**src/rtl/capture_sequencer.sv**
```systemverilog
// Acquisition controller for a circular sample buffer: prefill, hysteresis trigger, auto timeout,
// post-trigger fill and a ready/ack frame handoff. Optional decimation input via CAPTURE_DECIM_EN.
module capture_sequencer #(
  parameter int DEPTH   = 800,
  parameter int ADDR_W  = 10,
  parameter int DATA_W  = 12,
  parameter int PRETRIG = 200,
  parameter int TIMEOUT = 2000,
  parameter int HYST    = 16
) (
  input  logic              clock,
  input  logic              reset,
  input  logic              sampleValid,
  input  logic [DATA_W-1:0] data,
  input  logic [DATA_W-1:0] triggerLevel,
  input  logic              triggerSlope,
  input  logic [1:0]        mode,
  input  logic              arm,
  input  logic              frameAck,
`ifdef CAPTURE_DECIM_EN
  input  logic [3:0]        decim,
`endif
  output logic              wrEn,
  output logic [ADDR_W-1:0] wrAddr,
  output logic [DATA_W-1:0] wrData,
  output logic              frameReady,
  output logic [ADDR_W-1:0] frameStart,
  output logic              triggered,
  output logic [2:0]        state
);

  localparam int CNT_MAX  = (TIMEOUT > DEPTH) ? TIMEOUT : DEPTH;
  localparam int CNT_W    = $clog2(CNT_MAX + 1);
  localparam int POST_LEN = DEPTH - PRETRIG;

  localparam logic [CNT_W-1:0]  CNT_ZERO  = {CNT_W{1'b0}};
  localparam logic [CNT_W-1:0]  CNT_ONE   = CNT_W'(1);
  localparam logic [CNT_W-1:0]  PRE_LAST  = CNT_W'(PRETRIG - 1);
  localparam logic [CNT_W-1:0]  POST_LAST = CNT_W'(POST_LEN - 1);
  localparam logic [CNT_W-1:0]  TMO_LIM   = CNT_W'(TIMEOUT);
  localparam logic [ADDR_W-1:0] ADDR_LAST = ADDR_W'(DEPTH - 1);
  localparam logic [ADDR_W-1:0] ADDR_ONE  = ADDR_W'(1);
  localparam logic [DATA_W:0]   HYST_X    = (DATA_W + 1)'(HYST);

  localparam logic [1:0] M_NORM   = 2'd1;
  localparam logic [1:0] M_AUTO   = 2'd2;
  localparam logic [1:0] M_SINGLE = 2'd3;

  typedef enum logic [2:0] {
    IDLE    = 3'd0,
    PREFILL = 3'd1,
    ARMED   = 3'd2,
    POST    = 3'd3,
    DONE    = 3'd4
  } state_t;

  state_t            cur_r, nxt_s;
  logic [1:0]        mode_r, mode_s;
  logic [CNT_W-1:0]  cnt_r, cnt_s;
  logic              flag_r, flag_s;
  logic              trig_r, trig_s;
  logic [ADDR_W-1:0] start_r, start_s;
  logic [ADDR_W-1:0] ptr_r, ptr_inc_s;
  logic              wr_en_r, ready_r;
  logic [ADDR_W-1:0] wr_addr_r;
  logic [DATA_W-1:0] wr_data_r;
  logic [DATA_W:0]   lo_thr_s, hi_thr_s;
  logic              beyond_s, fire_s, capturing_s, accept_s;

  // Oldest frame address, trigger address minus the pretrigger depth, kept non-negative
  function automatic logic [ADDR_W-1:0] frame_start(input logic [ADDR_W-1:0] a);
    if (a >= ADDR_W'(PRETRIG)) begin
      frame_start = a - ADDR_W'(PRETRIG);
    end else begin
      frame_start = a + ADDR_W'(DEPTH - PRETRIG);
    end
  endfunction

  assign capturing_s = (cur_r == PREFILL) || (cur_r == ARMED) || (cur_r == POST);
  assign ptr_inc_s   = (ptr_r == ADDR_LAST) ? {ADDR_W{1'b0}} : ptr_r + ADDR_ONE;

`ifdef CAPTURE_DECIM_EN
  logic [3:0] dcnt_r;

  assign accept_s = sampleValid && capturing_s && (dcnt_r >= decim);

  // Decimation phase; held at zero outside capture so every frame starts aligned
  always_ff @(posedge clock or posedge reset) begin
    if (reset) begin
      dcnt_r <= 4'd0;
    end else if (!capturing_s) begin
      dcnt_r <= 4'd0;
    end else if (sampleValid) begin
      dcnt_r <= (dcnt_r >= decim) ? 4'd0 : dcnt_r + 4'd1;
    end else begin
      dcnt_r <= dcnt_r;
    end
  end
`else
  assign accept_s = sampleValid && capturing_s;
`endif

  // Thresholds carry one extra bit so saturation falls out of the compare itself
  always_comb begin
    lo_thr_s = {1'b0, triggerLevel} - HYST_X;
    hi_thr_s = {1'b0, triggerLevel} + HYST_X;
    if (triggerSlope) begin
      beyond_s = ({1'b0, data} > hi_thr_s);
      fire_s   = flag_r && (data <= triggerLevel);
    end else begin
      beyond_s = !lo_thr_s[DATA_W] && ({1'b0, data} < lo_thr_s);
      fire_s   = flag_r && (data >= triggerLevel);
    end
  end

  // Next state, shared phase counter, hysteresis flag and trigger capture
  always_comb begin
    nxt_s   = cur_r;
    mode_s  = mode_r;
    cnt_s   = cnt_r;
    flag_s  = flag_r;
    trig_s  = trig_r;
    start_s = start_r;
    case (cur_r)
      IDLE: begin
        if ((mode == M_NORM) || (mode == M_AUTO) || ((mode == M_SINGLE) && arm)) begin
          nxt_s  = PREFILL;
          mode_s = mode;
          cnt_s  = CNT_ZERO;
        end else begin
          nxt_s = IDLE;
        end
      end
      PREFILL: begin
        if (accept_s && (cnt_r == PRE_LAST)) begin
          nxt_s  = ARMED;
          cnt_s  = CNT_ZERO;
          flag_s = 1'b0;
        end else if (accept_s) begin
          cnt_s = cnt_r + CNT_ONE;
        end else begin
          nxt_s = PREFILL;
        end
      end
      ARMED: begin
        if (accept_s && (fire_s || ((mode_r == M_AUTO) && (cnt_r == TMO_LIM)))) begin
          trig_s  = fire_s;
          start_s = frame_start(ptr_r);
          cnt_s   = CNT_ONE;
          if (POST_LEN == 1) begin
            nxt_s = DONE;
          end else begin
            nxt_s = POST;
          end
        end else if (accept_s) begin
          flag_s = flag_r | beyond_s;
          if (cnt_r != TMO_LIM) begin
            cnt_s = cnt_r + CNT_ONE;
          end else begin
            cnt_s = cnt_r;
          end
        end else begin
          nxt_s = ARMED;
        end
      end
      POST: begin
        if (accept_s && (cnt_r == POST_LAST)) begin
          nxt_s = DONE;
          cnt_s = CNT_ZERO;
        end else if (accept_s) begin
          cnt_s = cnt_r + CNT_ONE;
        end else begin
          nxt_s = POST;
        end
      end
      DONE: begin
        if (frameAck && ((mode_r == M_NORM) || (mode_r == M_AUTO)) && (mode != 2'd0)) begin
          nxt_s  = PREFILL;
          mode_s = mode;
          cnt_s  = CNT_ZERO;
        end else if (frameAck) begin
          nxt_s = IDLE;
        end else begin
          nxt_s = DONE;
        end
      end
      default: begin
        nxt_s = IDLE;
        cnt_s = CNT_ZERO;
      end
    endcase
  end

  // FSM state register
  always_ff @(posedge clock or posedge reset) begin
    if (reset) begin
      cur_r <= IDLE;
    end else begin
      cur_r <= nxt_s;
    end
  end

  // Datapath and registered outputs; a write lands one cycle after its strobe
  always_ff @(posedge clock or posedge reset) begin
    if (reset) begin
      mode_r    <= 2'd0;
      cnt_r     <= CNT_ZERO;
      flag_r    <= 1'b0;
      trig_r    <= 1'b0;
      start_r   <= {ADDR_W{1'b0}};
      ptr_r     <= {ADDR_W{1'b0}};
      wr_en_r   <= 1'b0;
      wr_addr_r <= {ADDR_W{1'b0}};
      wr_data_r <= {DATA_W{1'b0}};
      ready_r   <= 1'b0;
    end else begin
      mode_r  <= mode_s;
      cnt_r   <= cnt_s;
      flag_r  <= flag_s;
      trig_r  <= trig_s;
      start_r <= start_s;
      wr_en_r <= accept_s;
      ready_r <= (nxt_s == DONE);
      if (accept_s) begin
        ptr_r     <= ptr_inc_s;
        wr_addr_r <= ptr_r;
        wr_data_r <= data;
      end
    end
  end

  assign wrEn       = wr_en_r;
  assign wrAddr     = wr_addr_r;
  assign wrData     = wr_data_r;
  assign frameReady = ready_r;
  assign frameStart = start_r;
  assign triggered  = trig_r;
  assign state      = cur_r;

endmodule

```
**config.mk**
```make
export PLATFORM = sky130hd
export DESIGN_NAME = capture_sequencer
export DESIGN_NICKNAME = d
export VERILOG_FILES = /design/src/rtl/capture_sequencer.sv
export SDC_FILE = /design/constraint.sdc
export NUM_CORES = 1
export LEC_CHECK = 0
export ABC_CLOCK_PERIOD_IN_PS = 2380
export CAP_MARGIN = 0
export CORE_MARGIN = 2
export CORE_UTILIZATION = 54
export DETAILED_ROUTE_END_ITERATION = 12
export HOLD_SLACK_MARGIN = 0.12
export PLACE_DENSITY = 0.86
export SLEW_MARGIN = 20
export SYNTH_ARGS = -nofsm -noshare
export SYNTH_HDL_FRONTEND = slang
export SYNTH_SLANG_ARGS = --single-unit
```
**constraint.sdc**
```tcl
create_clock -name clock -period 2.38 [get_ports clock]
set_input_delay 0.238 -clock clock [delete_from_list [all_inputs] [get_ports clock]]
set_output_delay 0.238 -clock clock [all_outputs]
set_load 0.03 [all_outputs]
```
==> metrics.csv <==
stage,metric,value,unit
clocking,"Reg clk slew, reported paths",0.08,ns
synth,Synth warnings,0,
synth,Post-synth ARST share,100.0,%
route,ANT nets after route,0,
layout,share of cells above drive strength 1,22.34,%
synth,register area share after synthesis,38.19,%
flow_run,max-cap violation count,0,
critical_path,Setup CP Type,flip-flop to flip-flop,
clocking,CTS Buf Count,9,
hold_path,Min-Delay Path Class,input port to flip-flop,
critical_path,Max Fanout on Critical Path,5,
grt,initial antenna violation count,0,
clocking,CTS tree,yes,
layout,area occupied by multi-input gates,2550,µm²
placed_design,Post-DP HPWL,7809,µm
placed_design,Final Wtd Congestion,0.9271,
outcome,failing checks,negative setup slack,
floorplan,die width,90.74,µm
sta,Final setup viols,4,
sta,Max Slew Vio Count,0,
critical_path,CP top delay family,simple AND/OR/NAND/NOR gates,
layout,Seq. cell area,1551,µm²
floorplan,I/O Pins,70,
clocking,CTS Buffer Depth,2,
pwr,Leak,2.714,nW
critical_path,WP data required,2.62,ns
route,routed vias/inst,5.897,
route,Remaining DRCs,0,
grt,largest net degree at the start of global routing,45,
floorplan,Initial Utilization,56.01,%
outcome,status,"complete, but fails checks",
clocking,Skew-Pair Late Insertion Delay,0.35,ns
placed_design,PortBufs,69,
layout,Post-layout nets,656,
layout,"most common cell after layout, fill and taps aside",nand2_1,
sta,Fmax,0.4133,GHz
floorplan,Core Footprint,7253,µm²
sta,final worst slack,-0.03965,ns
route,final WL,11880,µm
sta,Least-Margin Pin Slew,0.6507,ns
critical_path,"Arr. time, crit path",2.66,ns
critical_path,Crit. Startpoint,cnt_r[7],
critical_path,Slowest Stage Delay on Critical Path,0.49,ns
route,Avg WL per Cell,17.21,µm
layout,fill count,471,
critical_path,crit end category,flip-flop,
clocking,H-tree depth,3,
sta,fin crit share,101.7,%
clocking,Root Driver,clkbuf_8,
critical_path,Critical Path Source Type,flip-flop,
sta,Final Hold Violating Endpoints,0,
synth,syn avg cell area,8.794,µm²
grt,Total Routing Usage GR,27.95,%
synth,"Distinct cells, synth",62,
synth,Post-Synthesis Net Count,532,
layout,"commonest cells after routing, fill and taps aside","96 x nand2_1, 62 x dfrtp_1, 55 x buf_4",
route,detailed router's first-iteration violation count,400,
placed_design,pre-CTS setup slack,-0.6365,ns
floorplan,row cnt,31,
sta,clk_skew,0.009258,ns
pwr,Cell Pwr Density,677.2,nW/µm²
sta,Final TNS setup,-0.05948,ns
synth,number of flops mapped to enable cells by yosys,0,
grt,GR Overflow Total,0,
route,DR vias,4069,
floorplan,Die ar.,8233,µm²
pwr,maximum vdd drop,0.0002837,V
hold_path,worst hold path startpoint,data[1],
clocking,CTS sink count,62,
layout,area grow syn2layout,40.59,%
sta,crit path time final,2.420,ns
grt,number of global-route vias before repair,4116,
critical_path,worst r2r src,cnt_r[7],
sta,slew margin rel.,56.16,%
critical_path,"most used cell, CP",nand2_1,
layout,ant diodes,0,
critical_path,crit path buf inv count,0,
grt,first-pass GRT wire length,18780,µm
synth,#FFs+latches synth,62,
synth,synthesized cell area,4063,µm²
synth,Gate Count Post-Synth,462,
route,Pre-Repair DR Iteration Count,5,
critical_path,Crit-path slowest cell,dfrtp_1,
synth,Synth Flop Type,dfrtp_1,
floorplan,DIE HEIGHT,90.74,µm
critical_path,crit-path cells,"nand2_1, or3_1, nor3_2, or4_4, nand2_1, a21oi_4, o211ai_1, a22o_1",
## synthesized netlist by cell type, types with 3 or more instances
cell type	n	area share, %
a21o_1	6	1.1
a21oi_1	15	1.8
a22o_1	9	1.9
a31oi_1	3	0.46
and2_1	4	0.62
and3_1	6	0.92
clkbuf_1	11	1.0
dfrtp_1	62	38
ha_1	38	12
inv_1	28	2.6
nand2_1	96	8.9
nand2b_1	3	0.46
nand3_1	15	1.8
nand4_1	7	1.1
nor2_1	18	1.7
nor2b_1	7	1.1
nor3_1	12	1.5
nor4_1	3	0.46
o211ai_1	5	0.92
o21ai_0	35	4.3
o21ai_1	5	0.62
o2bb2ai_1	3	0.65
xnor2_1	17	3.7
xor2_1	3	0.65
## metal layers
metal	global-route usage (%)	routed length, µm
met1	33.21	4643
met2	47.95	5925
met3	5.676	888
met4	13.97	418
met5	0	0
## final timing paths
check | slack, ns | endpoint | cells after the start
max | -0.04 | cnt_r[4] | 8
min | 0.16 | wrData[1] | 3
max reg2reg | -0.04 | cnt_r[4] | 8
min reg2reg | 0.48 | wrAddr[6] | 2
max in group asynchronous | 1.60 | wrData[1] | 3
min in group asynchronous | 0.20 | cnt_r[9] | 2
## sequential cells by signal, indices dropped and copies added, names as in the netlist
name and count:
wrData 12, ptr_r 10, state 3, frameStart 10, frameReady 1, mode_r 2
cnt_r 11, flag_r 1, wrEn 1, wrAddr 10, triggered 1
## power by group
| group | switching (mW) | internal (mW) | leakage [nW] |
|---|---|---|---|
| registers | 0.151 | 1.22 | 0.811 |
| clock network | 0.461 | 0.592 | 0.106 |
| logic | 0.809 | 0.633 | 1.80 |
| total | 1.42 | 2.45 | 2.71 |
## kinds of logic (layout without fill, tap and decap cells)
group,count (synthesis),in the layout,share of synthesized area (%)
adders and majority gates,38,38,11.70
DFF,62,62,38.19
buffers and inverters,45,173,4.589
muxes,2,2,0.5236
xor gates and xnor gates,20,20,4.312
AOI/OAI and AO/OA,106,107,18.42
and+or+nand+nor,189,189,22.27
## worst register-to-register path: stages, from the launching register on
cell and delay [ns]:
dfrtp_1 0.49, nand2_1 0.22, or3_1 0.41, nor3_2 0.24, or4_4 0.22, nand2_1 0.10
a21oi_4 0.20, o211ai_1 0.16, a22o_1 0.26
## per-stage QoR
step           hold WS, ns  cell area, µm²  instances  total power [mW]  utilization (%)
2_1_floorplan       0.3375            4064        462             2.167                -
3_3_place_gp        0.4578            5200        664             2.634            71.69
3_5_place_dp        0.4637            5200        664             2.684            71.69
4_1_cts             0.2194            5573        686             3.766            76.83
5_1_grt             0.1846            5712        690             4.057            78.75
6_report            0.1609            5712        690             3.868            78.75
## what timing repair did
action	CTS	global route
setup endpoints to repair	23	22
endpoints found under the hold margin	0	0
hold buffers	0	0
cloned	1	0
resized for setup	39	41
buffers inserted	5	4
pin swaps	15	24
## layout make-up
| class | count | area share (%) |
|---|---|---|
| Clock buffer | 9 | 2.169 |
| Clock inverter | 7 | 1.709 |
| Sequential cell | 62 | 27.16 |
| Inverter | 29 | 1.906 |
| Tap cell | 99 | 2.169 |
| Multi-Input combinational cell | 356 | 44.64 |
| Timing Repair Buffer | 128 | 20.24 |
Note: power is estimated with default switching activity, not from simulation.
